**config.mk**
```make
export PLATFORM = sky130hd
export DESIGN_NAME = hazard3_power_seq_flat
export DESIGN_NICKNAME = d
export VERILOG_FILES = /design/src/rtl/hazard3_power_seq_if.sv /design/src/rtl/hazard3_power_seq.sv /design/src/flat_wrapper.sv
export SDC_FILE = /design/constraint.sdc
export NUM_CORES = 1
export LEC_CHECK = 0
export BUFFER_PORTS_ARGS = -buffer_cell sky130_fd_sc_hd__buf_4
export CAP_MARGIN = 30
export CORE_MARGIN = 3
export CORE_UTILIZATION = 50
export DETAILED_ROUTE_END_ITERATION = 10
export PLACE_DENSITY = 0.71
export SYNTH_ARGS = -nofsm -noshare
export SYNTH_HDL_FRONTEND = slang
export SYNTH_SLANG_ARGS = --single-unit
export TNS_END_PERCENT = 1
```
**constraint.sdc**
```tcl
create_clock -name clk_always_on -period 1.9 [get_ports clk_always_on]
set_clock_uncertainty 0.15 [all_clocks]
set_input_delay 0.285 -clock clk_always_on [delete_from_list [all_inputs] [get_ports clk_always_on]]
set_output_delay 0.285 -clock clk_always_on [all_outputs]
set_load 0.05 [all_outputs]
```
**src/rtl/hazard3_power_seq_if.sv**
```systemverilog
// hazard3_power_seq_if: req/ack power fabric, CSR and core sleep/wake signals of the sequencer.
interface hazard3_power_seq_if #(
    parameter int N_DOMAINS = 2,
    parameter int W_TIMEOUT = 8
);
    logic [N_DOMAINS-1:0] pwrup_req;
    logic [N_DOMAINS-1:0] pwrup_ack;
    logic [N_DOMAINS-1:0] keep_on;
    logic [W_TIMEOUT-1:0] timeout_limit;
    logic                 clk_en;
    logic                 allow_sleep;
    logic                 allow_power_down;
    logic                 frontend_pwrdown_ok;
    logic                 sleeping;
    logic                 wake_req;
    logic                 stall_release;
    logic                 ack_timeout;

    modport master (
        output pwrup_req, clk_en, stall_release, ack_timeout,
        input  pwrup_ack, keep_on, timeout_limit, allow_sleep, allow_power_down,
               frontend_pwrdown_ok, sleeping, wake_req
    );

    modport slave (
        input  pwrup_req, clk_en, stall_release, ack_timeout,
        output pwrup_ack, keep_on, timeout_limit, allow_sleep, allow_power_down,
               frontend_pwrdown_ok, sleeping, wake_req
    );
endinterface

```
**src/rtl/hazard3_power_seq.sv**
```systemverilog
// hazard3_power_seq: orders per-domain 4-phase power-down/up around core sleep,
// with keep-on mask, ack timeouts and a clock-gate settle delay before release.
module hazard3_power_seq #(
    parameter int N_DOMAINS   = 2,
    parameter int W_TIMEOUT   = 8,
    parameter int CLKEN_DELAY = 1
) (
    input logic                 clk_always_on,
    input logic                 rst_n,
    hazard3_power_seq_if.master pwr
);
    localparam int IW = N_DOMAINS > 1 ? $clog2(N_DOMAINS) : 1;

    typedef enum logic [2:0] {S_AWAKE, S_PWRDN, S_ASLEEP, S_PWRUP, S_SETTLE} state_t;

    state_t               state_q, state_d;
    logic [IW-1:0]        idx_q, idx_d;
    logic [N_DOMAINS-1:0] req_q, req_d, dn_mask_q, dn_mask_d, sleep_mask;
    logic [W_TIMEOUT-1:0] cnt_q, cnt_d;
    logic                 clk_en_q, clk_en_d, stall_q, stall_d, tmo_q, tmo_d;
    logic                 on, ack_ok, timed_out, step_done;

    always_comb begin
        on         = dn_mask_q[idx_q];
        ack_ok     = pwr.pwrup_ack[idx_q] == (state_q == S_PWRUP);
        timed_out  = on && !ack_ok && |pwr.timeout_limit && cnt_q == pwr.timeout_limit;
        step_done  = !on || ack_ok || timed_out;
        sleep_mask = pwr.allow_power_down ? ~pwr.keep_on : '0;
        state_d    = state_q;
        idx_d      = idx_q;
        req_d      = req_q;
        dn_mask_d  = dn_mask_q;
        clk_en_d   = clk_en_q;
        stall_d    = 1'b0;
        tmo_d      = 1'b0;
        // Saturate so a disabled timeout can wait forever without wrapping
        cnt_d      = &cnt_q ? cnt_q : cnt_q + W_TIMEOUT'(1);
        case (state_q)
            S_AWAKE: begin
                if (pwr.sleeping && !stall_q) begin
                    if (pwr.wake_req) begin
                        stall_d = 1'b1;
                    end else if ((pwr.allow_sleep || pwr.allow_power_down) && pwr.frontend_pwrdown_ok) begin
                        clk_en_d  = !pwr.allow_sleep;
                        dn_mask_d = sleep_mask;
                        idx_d     = IW'(N_DOMAINS - 1);
                        cnt_d     = '0;
                        state_d   = |sleep_mask ? S_PWRDN : S_ASLEEP;
                    end
                end
            end
            S_PWRDN: begin
                if (pwr.wake_req) begin
                    clk_en_d = 1'b1;
                    cnt_d    = '0;
                    state_d  = S_PWRUP;
                end else begin
                    if (on) req_d[idx_q] = 1'b0;
                    if (step_done) begin
                        tmo_d   = timed_out;
                        cnt_d   = '0;
                        idx_d   = idx_q == '0 ? idx_q : idx_q - IW'(1);
                        state_d = idx_q == '0 ? S_ASLEEP : S_PWRDN;
                    end
                end
            end
            S_ASLEEP: begin
                if (pwr.wake_req) begin
                    clk_en_d = 1'b1;
                    cnt_d    = '0;
                    idx_d    = '0;
                    state_d  = |dn_mask_q ? S_PWRUP : S_SETTLE;
                end
            end
            S_PWRUP: begin
                if (on) req_d[idx_q] = 1'b1;
                if (step_done) begin
                    tmo_d   = timed_out;
                    cnt_d   = '0;
                    idx_d   = idx_q == IW'(N_DOMAINS - 1) ? idx_q : idx_q + IW'(1);
                    state_d = idx_q == IW'(N_DOMAINS - 1) ? S_SETTLE : S_PWRUP;
                end
            end
            S_SETTLE: begin
                if (cnt_q == W_TIMEOUT'(CLKEN_DELAY - 1)) begin
                    stall_d = 1'b1;
                    state_d = S_AWAKE;
                end
            end
            default: state_d = S_AWAKE;
        endcase
    end

    always_ff @(posedge clk_always_on or negedge rst_n) begin
        if (!rst_n) begin
            state_q   <= S_AWAKE;
            idx_q     <= '0;
            req_q     <= '1;
            dn_mask_q <= '0;
            cnt_q     <= '0;
            clk_en_q  <= 1'b1;
            stall_q   <= 1'b0;
            tmo_q     <= 1'b0;
        end else begin
            state_q   <= state_d;
            idx_q     <= idx_d;
            req_q     <= req_d;
            dn_mask_q <= dn_mask_d;
            cnt_q     <= cnt_d;
            clk_en_q  <= clk_en_d;
            stall_q   <= stall_d;
            tmo_q     <= tmo_d;
        end
    end

    assign pwr.pwrup_req     = req_q;
    assign pwr.clk_en        = clk_en_q;
    assign pwr.stall_release = stall_q;
    assign pwr.ack_timeout   = tmo_q;
endmodule

```
**src/flat_wrapper.sv**
```systemverilog
// flat-port wrapper written by rule: the top's interface ports become plain ports
module hazard3_power_seq_flat 
#(
    parameter int N_DOMAINS   = 2,
    parameter int W_TIMEOUT   = 8,
    parameter int CLKEN_DELAY = 1
)
  (clk_always_on, rst_n, pwr_pwrup_req, pwr_clk_en, pwr_stall_release, pwr_ack_timeout, pwr_pwrup_ack, pwr_keep_on, pwr_timeout_limit, pwr_allow_sleep, pwr_allow_power_down, pwr_frontend_pwrdown_ok, pwr_sleeping, pwr_wake_req);
  hazard3_power_seq_if #(.N_DOMAINS(N_DOMAINS), .W_TIMEOUT(W_TIMEOUT)) pwr_i ();
  input logic clk_always_on;
  input logic rst_n;
  output wire logic [$bits(pwr_i.pwrup_req)-1:0] pwr_pwrup_req;
  output wire logic [$bits(pwr_i.clk_en)-1:0] pwr_clk_en;
  output wire logic [$bits(pwr_i.stall_release)-1:0] pwr_stall_release;
  output wire logic [$bits(pwr_i.ack_timeout)-1:0] pwr_ack_timeout;
  input wire logic [$bits(pwr_i.pwrup_ack)-1:0] pwr_pwrup_ack;
  input wire logic [$bits(pwr_i.keep_on)-1:0] pwr_keep_on;
  input wire logic [$bits(pwr_i.timeout_limit)-1:0] pwr_timeout_limit;
  input wire logic [$bits(pwr_i.allow_sleep)-1:0] pwr_allow_sleep;
  input wire logic [$bits(pwr_i.allow_power_down)-1:0] pwr_allow_power_down;
  input wire logic [$bits(pwr_i.frontend_pwrdown_ok)-1:0] pwr_frontend_pwrdown_ok;
  input wire logic [$bits(pwr_i.sleeping)-1:0] pwr_sleeping;
  input wire logic [$bits(pwr_i.wake_req)-1:0] pwr_wake_req;
  assign pwr_pwrup_req = pwr_i.pwrup_req;
  assign pwr_clk_en = pwr_i.clk_en;
  assign pwr_stall_release = pwr_i.stall_release;
  assign pwr_ack_timeout = pwr_i.ack_timeout;
  assign pwr_i.pwrup_ack = pwr_pwrup_ack;
  assign pwr_i.keep_on = pwr_keep_on;
  assign pwr_i.timeout_limit = pwr_timeout_limit;
  assign pwr_i.allow_sleep = pwr_allow_sleep;
  assign pwr_i.allow_power_down = pwr_allow_power_down;
  assign pwr_i.frontend_pwrdown_ok = pwr_frontend_pwrdown_ok;
  assign pwr_i.sleeping = pwr_sleeping;
  assign pwr_i.wake_req = pwr_wake_req;
  hazard3_power_seq #(.N_DOMAINS(N_DOMAINS), .W_TIMEOUT(W_TIMEOUT), .CLKEN_DELAY(CLKEN_DELAY)) u_core (.clk_always_on(clk_always_on), .rst_n(rst_n), .pwr(pwr_i));
endmodule
```
==> reports/results.ini, run 1 <==
[run_status]
outcome=complete, no violations

[synthesis]
netlist_area_mm2=0.00142
synth.area.top_cells=dfrtp_1, dfstp_2, nor2_1
yosysSeqAreaShare_pct=33.9
synth_top_area_share_pct=28.3
syn_nets=180
syn_inst=159
yosys_warnings=0
synth-main-ff-cell=dfrtp_1
synthArstFlopShare_pct=100
synth-edff-count=0
syn_avg_cell_area_um2=8.90
yosysUniqueCellTypes=48
yosys.area.top_type=dfrtp_1
synth-seq-cells=19

[clock_tree]
path_clk_slew_ns=0.13
cts.path.max_buffers=2
clk-insertion-delay-late_ns=0.31
cts_made_buffers=3
h-tree-depth=1
clockRootBuffer=clkbuf_4
cts_tree=done
cts.sinks=19

[setup_path]
cp_cell_sequence=xor2_1, nor4_4, a31oi_1, a211o_1, a211oi_2
required_ns=1.98
cp_slowest_stage_delay_ns=0.45
end_kind=flip-flop
critPathKind=reg2reg
crit_slowest_cell=dfrtp_1
worst-path-buf-inv=0
cp_max_fo=3
cp-start-kind=flip-flop
crit_arrival_ns=1.97
cp_top_family=compound AO/OA/AOI/OAI gates

[placed_design]
dp_hpwl_um=2770
place_congestion=0.982
numPortBuffers=23

[detailed_routing]
antenna_left=0
route.detailed.drc=0
dr.pass1.iters=4
wl_um=3770
vias=1378
viasPerCell=5.99
wl_per_cell_um=16.4
drt-initial-drc-count=64

[finish]
num_antenna_cells=0
syn_to_final_growth_pct=25.8
nNetsFinal=222
fin_util_pct=68.7
drive_above_1_share_pct=32.5

[timing]
finalHoldViolCount=0
slew_violations=0
rsz0062_at_grt=yes
max_freq_mhz=529
max_slew_margin_pct=74.5
tightest_slew_ns=0.377
period_needed_ns=1.89
finalSetupViolCount=0
fin_hold_ws_ns=0.0841
finalCritPeriodShare_pct=99.6

[floorplanning]
placementRows=18
die_h_um=59.2
initial_core_util_pct=54.6
dieArea_mm2=0.00350
core_mm2=0.00259
io_pins=24
fp.dieW_um=59.2

[global_route]
grt_pass1_wl_um=5850
grt_usage_pct=22.1
antenna_found_initial=0
grt_overflow=0
grt_pass1_vias=1284
grt_max_degree=20

[hold_path]
min_path_type=in2reg

[power]
power.density_mw_per_mm2=1260
ir_drop_v=0.00106
leakagePower_nw=0.773

[job]
maxCapViolCount=0

-- synthesized netlist by cell type (all sizes together), types with 4 or more instances --
master / count
xor2: 8
nor3: 7
inv: 8
nor2: 17
nand2b: 4
o21ai: 10
nor4: 6
nand3: 7
nand2: 14
xnor2: 5
dfrtp: 16
a21oi: 9
buf: 4
a211oi: 4
-- timing repair --
action,CTS,global route
gates resized for setup,0,7
setup endpoints to repair,0,11
hold endpoints to repair,19,0
hold buffers,1,0
buffers inserted,0,2
-- worst min-delay path, cell delays in order --
cell and delay, ns:
buf_4 0.08, nand2b_1 0.08, o21ai_0 0.06
-- path summary, 6_finish.rpt --
path	start	end	slack, ns	cells past startpoint
setup / recovery	u_core.cnt_q[2]	u_core.idx_q	0.008	5
hold / removal	pwr_keep_on[0]	u_core.dn_mask_q[0]	0.08	3
setup reg to reg	u_core.cnt_q[2]	u_core.idx_q	0.008	5
hold reg to reg	flip-flop	flip-flop	0.36	2
max in group asynchronous	rst_n	asynchronous set/reset pin	1.11	2
min in group asynchronous	rst_n	u_core.pwr.ack_timeout	0.22	2
-- routing by layer --
layer | vias up | part of all wire [%] | track usage [%] | wire length, µm
li1 | 660 | - | - | -
met1 | 657 | 48 | 32.7 | 1800
met2 | 53 | 45 | 34.0 | 1680
met3 | 8 | 6.1 | 2.61 | 232
met4 | 0 | 1.6 | 5.83 | 59
met5 | - | 0 | 0 | 0
-- cells in the final DEF (no fill, tap or decap), types with 3 or more instances in the layout --
| cell | instances |
|---|---|
| a211oi_2 | 3 |
| a21o_1 | 3 |
| a21oi_1 | 8 |
| buf_4 | 41 |
| clkbuf_4 | 3 |
| dfrtp_1 | 15 |
| dfstp_2 | 3 |
| inv_1 | 7 |
| nand2_1 | 14 |
| nand2b_1 | 4 |
| nand3_1 | 6 |
| nor2_1 | 17 |
| nor3_1 | 6 |
| nor3b_1 | 3 |
| nor4_1 | 3 |
| o21ai_0 | 10 |
| xnor2_1 | 5 |
| xor2_1 | 7 |
-- layout make-up --
class | instances | area [µm²]
clock buffers | 3 | 22.5
clock inverters | 1 | 5.00
fillers | 210 | 810
inverters | 8 | 30.0
multi-input cells | 127 | 887
flip-flops and latches | 19 | 480
well taps | 30 | 37.5
repair buffers | 42 | 318
-- where the power goes --
group	internal (W)	leakage (nW)	switching, W
logic	0.000573	0.512	0.000754
clock network	0.0000786	0.0177	0.000147
registers	0.000539	0.243	0.000158
total	0.00119	0.773	0.00106
-- metrics by stage --
| stage | cell area (µm²) | instances | total power [W] | setup WS [ns] | setup TNS (ns) |
|---|---|---|---|---|---|
| 2_1_floorplan | 1420 | 159 | 0.00158 | 0.0986 | 0 |
| 3_3_place_gp | 1680 | 222 | 0.00190 | 0.0334 | 0 |
| 3_5_place_dp | 1680 | 222 | 0.00193 | 0.0462 | 0 |
| 4_1_cts | 1720 | 227 | 0.00216 | 0.0170 | 0 |
| 5_1_grt | 1780 | 230 | 0.00242 | -0.0398 | -0.257 |
| 6_report | 1780 | 230 | 0.00225 | 0.00807 | 0 |
-- cell families after synthesis --
family,synth area share (%)
simple gates,27.3
mux,2.30
flops,33.9
fa+ha+maj,1.77
xor+xnor,8.58
compound gates,19.6
buf+inv,6.54
Note: power is estimated with default switching activity, not from simulation.
==> run 2, diff against run 1 <==
--- a/config.mk
+++ b/config.mk
@@ -5,12 +5,15 @@
 export SDC_FILE = /design/constraint.sdc
 export NUM_CORES = 1
 export LEC_CHECK = 0
+export ABC_AREA = 1
 export BUFFER_PORTS_ARGS = -buffer_cell sky130_fd_sc_hd__buf_4
 export CAP_MARGIN = 30
 export CORE_MARGIN = 3
 export CORE_UTILIZATION = 50
 export DETAILED_ROUTE_END_ITERATION = 10
+export GPL_ROUTABILITY_DRIVEN = 0
 export PLACE_DENSITY = 0.71
+export SETUP_SLACK_MARGIN = 0.3
 export SYNTH_ARGS = -nofsm -noshare
 export SYNTH_HDL_FRONTEND = slang
 export SYNTH_SLANG_ARGS = --single-unit
==> run 2 against run 1 <==
Power is 0.63% lower. Clock power decreased by 12%. Combinational power about the same. Sequential share of layout area is 0.58 points higher. First-iteration DRC count shrank 42%. Fmax grew 15%. Flip-flop and latch count stayed put. Area after synthesis down 3.1%. Non-clock buffer count is 8 lower. Worst setup slack improved by 0.25 ns. Wire length is 14% lower. Worst hold slack got worse by 0.065 ns. Highest routed layer unchanged.
==> reports/results.ini, run 2 <==
[floorplanning]
fp.dieW_um=58.4
io_pins=24
dieArea_mm2=0.00341
core_mm2=0.00254
die_h_um=58.4
initial_core_util_pct=53.9
placementRows=18

[setup_path]
critPathKind=reg2reg
end_kind=flip-flop
required_ns=1.92
crit_arrival_ns=1.66
cp_max_fo=5
cp-start-kind=flip-flop

[run_status]
outcome=complete, no violations

[detailed_routing]
met2_length_um=1570
wl_per_cell_um=12.7
vias=1334
wl_met3_um=166
top_layer=met4
dr.pass1.iters=4
antenna_left=0
viasPerCell=5.21
wl_um=3260
drt-initial-drc-count=37
wl_met1_um=1510
route.detailed.drc=0

[timing]
tightest_slew_ns=0.306
finalCritPeriodShare_pct=86.3
finalSetupViolCount=0
period_needed_ns=1.64
rsz0062_at_grt=yes
slew_violations=0
setup_tns_ns=0
max_slew_margin_pct=79.5
max_freq_mhz=610
finalHoldViolCount=0

[clock_tree]
cts_made_buffers=3
clk-insertion-delay-late_ns=0.29
cts.sinks=19
cts_tree=done
path_clk_slew_ns=0.10
h-tree-depth=1
clockRootBuffer=clkbuf_4
cts.path.max_buffers=2

[synthesis]
synth.area.top_cells=dfrtp_1, nand2_1, inv_1
yosysMostFrequentCell=nand2_1
synth-seq-cells=19
synth_top_family_by_area=simple AND/OR/NAND/NOR gates
synth_top_area_share_pct=29.2
synthSimpleGateAreaFrac_pct=33.1
yosys.area_share.adder_pct=1.82
netlist_top_cells_count=nand2_1, inv_1, nor2_1, dfrtp_1, a21oi_1
muxShareOfSynthArea_pct=0
synth-edff-count=0
synth-compound-area-share_pct=17.6
syn_inst=188
syn_avg_cell_area_um2=7.29
yosys_warnings=0
yosys.area.top_type=dfrtp_1
yosysSeqAreaShare_pct=34.9
synthArstFlopShare_pct=100
netlist_area_mm2=0.00137
syn_nets=209
yosysUniqueCellTypes=35
synth-main-ff-cell=dfrtp_1
synthXorXnorAreaFrac_pct=4.47

[global_route]
grt_usage_pct=19.9
grt_pass1_vias=1249
grt_pass1_wl_um=5300
grt_max_degree=20
grt_overflow=0
antenna_found_initial=0

[power]
ir_drop_v=0.00116
leakagePower_nw=0.859
power.density_mw_per_mm2=1270

[placed_design]
dpl-instance-area_mm2=0.00158
numPortBuffers=23
placed_cells=240
dp_hpwl_um=2330

[finish]
fin_cells=256
finalInstanceArea_mm2=0.00177
drive_above_1_share_pct=37.2
nNetsFinal=248
final_common_cell=nand2_1
syn_to_final_growth_pct=28.7
num_antenna_cells=0
final_cell_mix=nand2_1, buf_4, inv_1

[job]
maxCapViolCount=0

[hold_path]
min_path_type=in2reg

==> run 2: cell types whose count changed after synthesis, moves of 4 or more <==
cell / before / now
nand2_1: 14 / 47
inv_1: 7 / 24
nor2_1: 17 / 22
nor3_1: 7 / 2
nand2_2: 0 / 4
nand2b_1: 4 / 0
==> run 2: cells by family (layout without fill, tap and decap cells) <==
kind of cell	after synthesis	count (layout)
compound gates	35	36
flops	19	19
buf+inv	29	66
fa+ha+maj	2	2
simple gates	96	96
xor+xnor	7	7
==> run 2: power by group <==
part	internal, W	switching (W)	total, W	leakage, nW
logic	0.000522	0.000828	0.00135	0.609
registers	0.000540	0.000148	0.000687	0.235
clock network	0.0000817	0.000118	0.000199	0.0150
total	0.00114	0.00109	0.00224	0.859
==> run 2: critical path, cell delays in order, from the launching register on <==
cell	delay, ns
dfrtp_2	0.46
nor2_4	0.16
nand2_4	0.09
nand2_2	0.09
nand2_4	0.05
nor2_4	0.18
o211ai_4	0.15
nand2_4	0.11
o21ai_1	0.06
==> run 2: repair_timing <==
item,CTS,global route
hold endpoints to repair,19,0
hold buffers,1,0
endpoints found under the setup margin,12,14
resized for setup,11,16
pin swaps,4,7
buffers inserted,4,6
gates cloned,1,0
==> run 2: final timing paths <==
path,startpoint,end,slack [ns],cells past startpoint
setup / recovery,u_core.state_q[2],u_core.state_q[0],0.26,8
hold / removal,pwr_keep_on[1],u_core.dn_mask_q[1],0.02,2
setup reg to reg,u_core.state_q[2],u_core.state_q[0],0.26,8
hold reg to reg,flip-flop,flip-flop,0.33,2
max in group asynchronous,rst_n,u_core.pwr.clk_en,1.09,2
min in group asynchronous,rst_n,u_core.cnt_q[4],0.24,2
==> run 2: cell type report <==
class	count	area, µm²
multi-input cells	141	852
fillers	215	779
flip-flops and latches	19	487
repair buffers	34	258
inverters	28	105
well taps	30	37.5
clock buffers	4	26.3
==> run 2: layer usage <==
metal	GRT usage (%)	vias to the layer above
li1	-	692
met1	28.5	607
met2	30.9	33
met4	4.64	0
met3	4.39	2
met5	0	-
==> run 2: stage by stage <==
step | util, % | worst slack, ns | hold slack (ns) | power (W)
after CTS | 65.8 | 0.270 | 0.0132 | 0.00207
after floorplan | - | 0.336 | -0.161 | 0.00155
after global routing | 69.4 | 0.180 | 0.0169 | 0.00243
after detailed placement | 61.9 | 0.190 | 0.0199 | 0.00181
after global placement | 61.9 | 0.254 | 0.0185 | 0.00179
final | 69.4 | 0.261 | 0.0186 | 0.00224
==> run 3, diff against run 2 <==
--- a/config.mk
+++ b/config.mk
@@ -9,10 +9,10 @@
 export BUFFER_PORTS_ARGS = -buffer_cell sky130_fd_sc_hd__buf_4
 export CAP_MARGIN = 30
 export CORE_MARGIN = 3
-export CORE_UTILIZATION = 50
+export CORE_UTILIZATION = 55
 export DETAILED_ROUTE_END_ITERATION = 10
 export GPL_ROUTABILITY_DRIVEN = 0
-export PLACE_DENSITY = 0.71
+export PLACE_DENSITY = 0.75
 export SETUP_SLACK_MARGIN = 0.3
 export SYNTH_ARGS = -nofsm -noshare
 export SYNTH_HDL_FRONTEND = slang
==> constraint.sdc (replaced) <==
create_clock -name clk_always_on -period 2.05 [get_ports clk_always_on]
set_clock_uncertainty 0.15 [all_clocks]
set_input_delay 0.3075 -clock clk_always_on [delete_from_list [all_inputs] [get_ports clk_always_on]]
set_output_delay 0.3075 -clock clk_always_on [all_outputs]
set_load 0.05 [all_outputs]
==> run 3 against run 2 <==
Wire length is 1.0% lower. Flip-flop and latch count stayed put. Core utilization is 3.5 points higher. Critical endpoint is now u_core.cnt_q[2]. Sequential share of layout area is 1.5 points higher.
==> reports/results.ini, run 3 (synthesis results as in run 2) <==
[timing]
finalHoldViolCount=0
fin_ws_ns=0.357
slew_violations=0
finalCritPeriodShare_pct=82.6
max_freq_mhz=591
rsz0062_at_grt=yes
finalSetupViolCount=0
setup_tns_ns=0
tightest_slew_ns=0.320
period_needed_ns=1.69
max_slew_margin_pct=78.6

[finish]
drive_above_1_share_pct=30.4
num_antenna_cells=0
final_common_cell=nand2_1
nNetsFinal=239
final-seq-area_um2=485
final_cell_mix=nand2_1, buf_4, inv_1
multi_input_area_um2=811
fillCellCount=185
syn_to_final_growth_pct=22.0

[detailed_routing]
wl_per_cell_um=13.2
viasPerCell=5.36
wl_um=3230
vias=1312
route.detailed.drc=0
antenna_left=0
dr.pass1.iters=4
drt-initial-drc-count=36

[power]
power.total_w=0.00195
leakagePower_nw=0.822
power.density_mw_per_mm2=1170
ir_drop_v=0.00100

[global_route]
grt_max_degree=20
grt_overflow=0
grt_usage_pct=21.6
antenna_found_initial=0
grt_pass1_vias=1235
grt_pass1_wl_um=5400

[floorplanning]
initial_core_util_pct=59.7
die_h_um=55.9
placementRows=17
io_pins=24
dieArea_mm2=0.00313
fp.dieW_um=55.9
core_mm2=0.00230

[clock_tree]
cts_tree=done
clockRootBuffer=clkbuf_4
cts.path.max_buffers=2
h-tree-depth=1
path_clk_slew_ns=0.11
cts_made_buffers=3
cts.sinks=19
clk-insertion-delay-late_ns=0.29

[placed_design]
dp_hpwl_um=2580
numPortBuffers=23
place_ws_ns=0.351

[setup_path]
required_ns=2.11
startpoint=u_core.state_q[0]
crit_arrival_ns=1.76
critPathKind=reg2reg
r2r_setup_slack_ns=0.36
end_kind=flip-flop
cp-start-kind=flip-flop
timing.rr.start=u_core.state_q[0]
cp_max_fo=6

[job]
maxCapViolCount=0

[hold_path]
min_path_type=in2reg
hp-start=pwr_keep_on[0]

[run_status]
outcome=complete, no violations

## run 3: worst max-delay path, cell delays in order, from the launching register on
cell and delay (ns):
dfrtp_1 0.43, inv_2 0.08, nor2_4 0.13, nand2_4 0.09, nand2_2 0.08, nand2_2 0.06, nor2_4 0.13, o211ai_4 0.13
buf_12 0.15, a21oi_1 0.16
## run 3: layout make-up
cell class,instances,share of cell area [%]
Multi-Input combinational cell,140,48.5
Clock buffer,4,1.57
Inverter,28,6.28
Sequential cell,19,29.0
Tap cell,28,2.09
Timing Repair Buffer,26,12.6
## run 3: path summary, 6_finish.rpt
| check | cells past startpoint | to |
|---|---|---|
| worst min register to register | 2 | flip-flop |
| worst max register to register | 9 | u_core.cnt_q[2] |
| worst min-delay path | 2 | u_core.dn_mask_q[0] |
| max in group asynchronous | 2 | u_core.pwr.clk_en |
| min in group asynchronous | 2 | u_core.cnt_q[4] |
| worst max-delay path | 9 | u_core.cnt_q[2] |
## run 3: stage by stage
step	instance area [µm²]	hold WS (ns)	std cells	util, %
finish	1670	0.0379	245	72.8
global route	1670	0.0297	245	72.8
CTS	1610	0.0346	243	70.1
detailed placement	1570	0.0416	238	68.5
global placement	1570	0.0424	238	68.5
floorplan	1370	-0.138	188	-
## run 3: repair_timing
item,CTS,global route
setup endpoints to repair,0,12
endpoints found under the hold margin,19,0
hold buffers,1,0
gates resized for setup,0,16
setup buffers,0,2
## run 3: power by group
group | internal [W] | switching, W | leakage (nW) | total [W]
sequential | 0.000500 | 0.000143 | 0.237 | 0.000643
clock | 0.0000757 | 0.000116 | 0.0150 | 0.000192
combinational | 0.000407 | 0.000708 | 0.570 | 0.00112
total | 0.000983 | 0.000967 | 0.822 | 0.00195
## run 3: per-layer routing
metal / track usage, % / up-vias / share of wire (%)
met3: 4.41 / 4 / 5.2
li1: - / 666 / -
met2: 34.8 / 42 / 48
met5: 0 / - / 0
met1: 29.7 / 600 / 46
met4: 5.76 / 0 / 0.87
